[src/rtl/simon_key_schedule_pkg.sv]
// Shared Simon96/96 constants: word geometry, round-constant sequences,
// the FSM state type and a helper to pick one z bit.
package simon_key_schedule_pkg;

  localparam int N = 48;
  localparam int M = 2;
  localparam int T = 52;

  // Leftmost character of each sequence is z[0], stored in bit 61.
  localparam logic [61:0] Z0 = 62'b11111010001001010110000111001101111101000100101011000011100110;
  localparam logic [61:0] Z1 = 62'b10001110111110010011000010110101000111011111001001100001011010;
  localparam logic [61:0] Z2 = 62'b10101111011100000011010010011000101000010001111110010110110011;
  localparam logic [61:0] Z3 = 62'b11011011101011000110010111100000010010001010011100110100001111;
  localparam logic [61:0] Z4 = 62'b11010001111001101011011000100000010111000011001010010011101111;

  // c = 2^N - 4; the key step folds it in as ~x ^ 3.
  localparam logic [N-1:0] C = {{(N-2){1'b1}}, 2'b00};

  typedef enum logic {
    IDLE = 1'b0,
    RUN  = 1'b1
  } state_t;

  function automatic logic z_bit(input logic [61:0] seq, input logic [5:0] i);
    return seq[6'd61 - i];
  endfunction

endpackage

[src/rtl/simon_key_schedule_if.sv]
// Start/key load and round-key stream between the key schedule and its user.
interface simon_key_schedule_if;
  import simon_key_schedule_pkg::*;

  logic           start;
  logic [M*N-1:0] key;
  logic [N-1:0]   rk;
  logic [5:0]     rk_idx;
  logic           rk_valid;
  logic           rk_ready;
  logic           busy;
  logic           done;

  modport master (
    output start, key, rk_ready,
    input  rk, rk_idx, rk_valid, busy, done
  );

  modport slave (
    input  start, key, rk_ready,
    output rk, rk_idx, rk_valid, busy, done
  );

endinterface

[src/rtl/simon_key_schedule_step.sv]
// One Simon key-expansion step for M=2: next = c ^ z ^ ka ^ (ROR3(kb) ^ ROR4(kb)).
module simon_key_step
  import simon_key_schedule_pkg::*;
(
  input  logic [N-1:0] ka,
  input  logic [N-1:0] kb,
  input  logic         zbit,
  output logic [N-1:0] next
);

  logic [N-1:0] tmp3;
  logic [N-1:0] tmp;

  // Rotations are pure rewiring; only the XORs cost logic.
  always_comb begin
    tmp3 = {kb[2:0], kb[N-1:3]};
    tmp  = tmp3 ^ {tmp3[0], tmp3[N-1:1]};
    next = ~ka ^ tmp ^ {{(N-1){1'b0}}, zbit} ^ {{(N-2){1'b0}}, 2'b11};
  end

endmodule

[src/rtl/simon_key_schedule.sv]
// Sequential Simon96/96 key expansion: loads a master key and streams
// round keys k0..k(T-1) over a valid/ready handshake.
//
// state | meaning
// IDLE  | waiting for start; done pulses here after a stream
// RUN   | rk = ka is offered; each transfer advances the key pair
module simon_key_schedule
  import simon_key_schedule_pkg::*;
(
  input logic                 clk,
  input logic                 rst_n,
  simon_key_schedule_if.slave bus
);

  state_t       state;
  state_t       state_nx;
  logic [N-1:0] ka;
  logic [N-1:0] kb;
  logic [N-1:0] kb_step;
  logic [5:0]   idx;
  logic [5:0]   zi;
  logic         done_q;
  logic         load;
  logic         xfer;
  logic         last;
  logic         zbit;

  assign xfer = (state == RUN) && bus.rk_ready;
  assign last = (idx == 6'(T - 1));
  assign zbit = z_bit(Z2, zi);

  simon_key_step u_step (
    .ka   (ka),
    .kb   (kb),
    .zbit (zbit),
    .next (kb_step)
  );

  // Next-state decode; start is only looked at while idle.
  always_comb begin
    state_nx = state;
    load     = 1'b0;
    case (state)
      IDLE: begin
        if (bus.start) begin
          state_nx = RUN;
          load     = 1'b1;
        end
      end
      RUN: begin
        if (xfer && last) state_nx = IDLE;
      end
      default: state_nx = IDLE;
    endcase
  end

  // State, key pair and counters; everything holds while the consumer stalls.
  always_ff @(posedge clk or negedge rst_n) begin
    if (!rst_n) begin
      state  <= IDLE;
      ka     <= '0;
      kb     <= '0;
      idx    <= '0;
      zi     <= '0;
      done_q <= 1'b0;
    end else begin
      state  <= state_nx;
      done_q <= xfer && last;
      if (load) begin
        ka  <= bus.key[N-1:0];
        kb  <= bus.key[2*N-1:N];
        idx <= '0;
        zi  <= '0;
      end else if (xfer && !last) begin
        ka  <= kb;
        kb  <= kb_step;
        idx <= idx + 6'd1;
        zi  <= (zi == 6'd61) ? 6'd0 : zi + 6'd1;
      end
    end
  end

  assign bus.rk       = ka;
  assign bus.rk_idx   = idx;
  assign bus.rk_valid = (state == RUN);
  assign bus.busy     = (state == RUN);
  assign bus.done     = done_q;

endmodule
[src/flat_wrapper.sv]
// flat-port wrapper written by rule: the top's interface ports become plain ports
module simon_key_schedule_flat import simon_key_schedule_pkg::*;
  (clk, rst_n, bus_start, bus_key, bus_rk_ready, bus_rk, bus_rk_idx, bus_rk_valid, bus_busy, bus_done);
  simon_key_schedule_if bus_i ();
  input logic clk;
  input logic rst_n;
  input wire logic [$bits(bus_i.start)-1:0] bus_start;
  input wire logic [$bits(bus_i.key)-1:0] bus_key;
  input wire logic [$bits(bus_i.rk_ready)-1:0] bus_rk_ready;
  output wire logic [$bits(bus_i.rk)-1:0] bus_rk;
  output wire logic [$bits(bus_i.rk_idx)-1:0] bus_rk_idx;
  output wire logic [$bits(bus_i.rk_valid)-1:0] bus_rk_valid;
  output wire logic [$bits(bus_i.busy)-1:0] bus_busy;
  output wire logic [$bits(bus_i.done)-1:0] bus_done;
  assign bus_i.start = bus_start;
  assign bus_i.key = bus_key;
  assign bus_i.rk_ready = bus_rk_ready;
  assign bus_rk = bus_i.rk;
  assign bus_rk_idx = bus_i.rk_idx;
  assign bus_rk_valid = bus_i.rk_valid;
  assign bus_busy = bus_i.busy;
  assign bus_done = bus_i.done;
  simon_key_schedule u_core (.clk(clk), .rst_n(rst_n), .bus(bus_i));
endmodule
[config.mk]
export PLATFORM = sky130hd
export DESIGN_NAME = simon_key_schedule_flat
export DESIGN_NICKNAME = d
export VERILOG_FILES = /design/src/rtl/simon_key_schedule_pkg.sv /design/src/rtl/simon_key_schedule_if.sv /design/src/rtl/simon_key_schedule_step.sv /design/src/rtl/simon_key_schedule.sv /design/src/flat_wrapper.sv
export SDC_FILE = /design/constraint.sdc
export NUM_CORES = 1
export LEC_CHECK = 0
export ABC_CLOCK_PERIOD_IN_PS = 4400
export CAP_MARGIN = 40
export CORE_MARGIN = 2
export CORE_UTILIZATION = 50
export CTS_CLUSTER_DIAMETER = 30
export DETAILED_ROUTE_END_ITERATION = 10
export PLACE_DENSITY = 0.89
export SLEW_MARGIN = 20
export SYNTH_ARGS = -nofsm -noshare
export SYNTH_HDL_FRONTEND = slang
export SYNTH_SLANG_ARGS = --single-unit
[constraint.sdc]
create_clock -name clk -period 4.4 [get_ports clk]
set_clock_uncertainty 0.2 [all_clocks]
set_input_delay 0.88 -clock clk [delete_from_list [all_inputs] [get_ports clk]]
set_output_delay 0.88 -clock clk [all_outputs]
set_load 0.02 [all_outputs]
==> metrics.md <==
| Metric | Value |
|---|---|
| Via count | `5422` |
| Ranking of synthesized cells by area | `dfrtp_1 (45%), xnor2_1 (14%), nand2_1 (9.7%), nor2_1 (6.7%), a31oi_1 (5.1%)` |
| Worst r2r dst | `u_core.kb[0]` |
| Max Buffers Root-to-Sink | `2` |
| Largest net degree at the start of global routing | `81` |
| Setup ws final | `1.65 ns` |
| Max Slew Vio Count | `0` |
| Root buffer cell | `clkbuf_16` |
| CTS tree | `done` |
| DRC violations left | `0` |
| Fin nets | `962` |
| Final min period | `2.75 ns` |
| Detailed Place HPWL | `10800 um` |
| Post-synthesis cell count | `724` |
| P per Cell Area | `701 mW/mm2` |
| Post-synth cell types | `38` |
| Critical Path RT | `4.42 ns` |
| DR top layer | `met4` |
| Pre-CTS WS | `1.29 ns` |
| Largest area contributor in the netlist | `dfrtp_1` |
| Total GRT Usage | `24.8%` |
| Count leader, synth | `nand2_1` |
| Clock sink total | `110` |
| I/O pin count | `157` |
| 1st-iter DRT viols | `428` |
| Synth async-reset ratio | `100%` |
| Fmax | `0.364 GHz` |
| Launching element type of the critical path | `input pin` |
| Arrival @ worst endpoint | `2.76 ns` |
| Worst-Skew Late Latency | `0.34 ns` |
| Metal2 WL | `7790 um` |
| Post-synth EDFFs | `0` |
| Headroom to the max-slew limit | `57.9%` |
| Fraction of layout cells with a size suffix above 1 | `4.42%` |
| Setup TNS | `0 ns` |
| CP peak stage delay | `0.55 ns` |
| Core area | `0.0120 mm2` |
| CP delay by family, top | `simple AND/OR/NAND/NOR gates` |
| Drt pass-1 iters | `5` |
| Clk slew on worst S/H paths | `0.07 ns` |
| R2R setup slack | `1.79 ns` |
| Commonest cells post-synth | `nand2_1 (157), dfrtp_1 (110), nor2_1 (108)` |
| Sequential fraction of the synthesis area | `45.2%` |
| Wire length on met3 | `784 um` |
| Final period util | `62.4%` |
| CP max FO | `24` |
| Num rows | `40` |
| Critical Path End Type | `flip-flop` |
| Synthesis-to-layout area growth | `32.8%` |
| CTS HTree Levels | `3` |
| Worst Setup Path Type | `input pin to flip-flop` |
| FF-to-FF path depth | `7` |
| Vias per cell | `5.39` |
| Vias in the first global route | `5315` |
| Max-cap viol count | `0` |
| Maximum vdd drop | `0.341 mV` |
| Top cell type's share of synthesized area | `45.2%` |
| Placer Congestion | `0.870` |
| Post-CTS setup buffers | `0` |
| Dominant synthesized flop cell | `dfrtp_1` |
| N_diodes | `0` |
| YS warnings | `0` |
| Die area | `0.0131 mm2` |
| Bufs and invs on worst path | `2` |
| Mean post-synth cell area | `8.42 um2` |
| Non-filler instance count after layout | `1006` |
| Post-DR wirelength/cell | `15.6 um` |
| Fin. Hold Viols | `0` |
| Post-CTS Resized | `0` |
| Total Routed Length | `15700 um` |
| Hold buffers post-CTS | `0` |
| RSZ-0062 raised after global routing | `false` |
| Status | `finished clean` |
| Mapped Area | `0.00609 mm2` |
| PortBufs | `156` |
| Placed insts | `990` |
| Starting density of the core | `51.0%` |
| Fin util | `67.7%` |
| Final setup vio count | `0` |
| P_leak | `3.22 nW` |
| Num CTS Buffers | `9` |
| Aggregate global routing overflow | `0` |
| Least-Margin Pin Slew | `0.631 ns` |
| R2R Path Start | `u_core.zi[2]` |
| ANT nets after route | `0` |
| Metal-1 WL | `7020 um` |
| Worst Hold Class | `input pin to asynchronous set/reset pin` |
| Net Count, Synth | `832` |
| Crit-path slowest cell | `nor2b_4` |
| Worst-path cell chain | `clkdlybuf4s50_1 -> nand2_1 -> nor2b_4 -> buf_4 -> nand4_1 -> xor2_1 -> nor2_1` |
| Crit path depth | `7` |
| Die Ht | `114 um` |
| Initial antenna violation count | `0` |
| Die span in x | `114 um` |
| FF+latch count, synth | `110` |
| First-pass GRT wire length | `26100 um` |
==> layer usage <==
layer	GRT usage, %	vias to the layer above
li1	-	2664
met1	34.2	2588
met2	41.4	160
met3	3.39	10
met4	6.59	0
met5	0	-
==> placed cells by master (no fill, tap or decap), types with 3 or more instances in the layout <==
cell type,synthesis,final
nand2_1,157,157
clkdlybuf4s50_1,0,155
dfrtp_1,110,110
nor2_1,108,108
xnor2_1,99,99
o21ai_0,53,53
a31oi_1,50,50
a21oi_1,50,50
buf_4,3,10
clkbuf_16,0,9
ha_1,8,8
nand3_1,7,6
xor2_1,6,6
inv_1,3,3
bufinv_16,0,3
==> flip-flops by register name (all words and copies together), names as in the netlist <==
register and flops:
u_core.kb 48, u_core.zi 6, u_core.bus.rk_idx 6, u_core.bus.busy 1
u_core.bus.rk 48, u_core.bus.done 1
==> through the flow <==
stage	hold WS [ns]	total power, mW	cell area [um2]
after floorplan	0.297	3.86	6090
after global placement	0.329	4.63	7740
after detailed placement	0.338	4.73	7760
after CTS	0.293	5.70	8100
after global routing	0.302	6.08	8100
final	0.280	5.68	8100
==> worst max path at each step <==
stage,startpoint,end
after floorplan,u_core.zi[1],u_core.kb[0]
after global placement,bus_rk_ready,u_core.bus.rk_idx[4]
after detailed placement,bus_rk_ready,u_core.bus.rk_idx[4]
after CTS,bus_rk_ready,u_core.bus.rk_idx[4]
after global routing,bus_rk_ready,u_core.zi[3]
final,bus_rk_ready,u_core.bus.rk_idx[4]
==> area by class of cell <==
class	instances	area, um2
repair buffers	167	1670
clock inverters	6	110
fillers	955	3870
well taps	147	184
multi-input cells	563	3140
clock buffers	10	229
inverters	3	11.3
flip-flops and latches	110	2750
==> power by group <==
part | switching, mW | leakage (nW) | internal [mW] | total, mW
registers | 0.614 | 1.36 | 1.45 | 2.07
clock network | 0.370 | 0.159 | 0.556 | 0.927
logic | 1.22 | 1.71 | 1.47 | 2.68
==> kinds of logic after synthesis <==
family | Yosys count | share of synthesized area (%)
simple gates | 286 | 18.6
compound gates | 162 | 14.9
flops | 110 | 45.2
xor+xnor | 105 | 15.1
buf+inv | 51 | 3.86
fa+ha+maj | 8 | 1.64
mux | 2 | 0.801
Note: power is estimated with default switching activity, not from simulation.
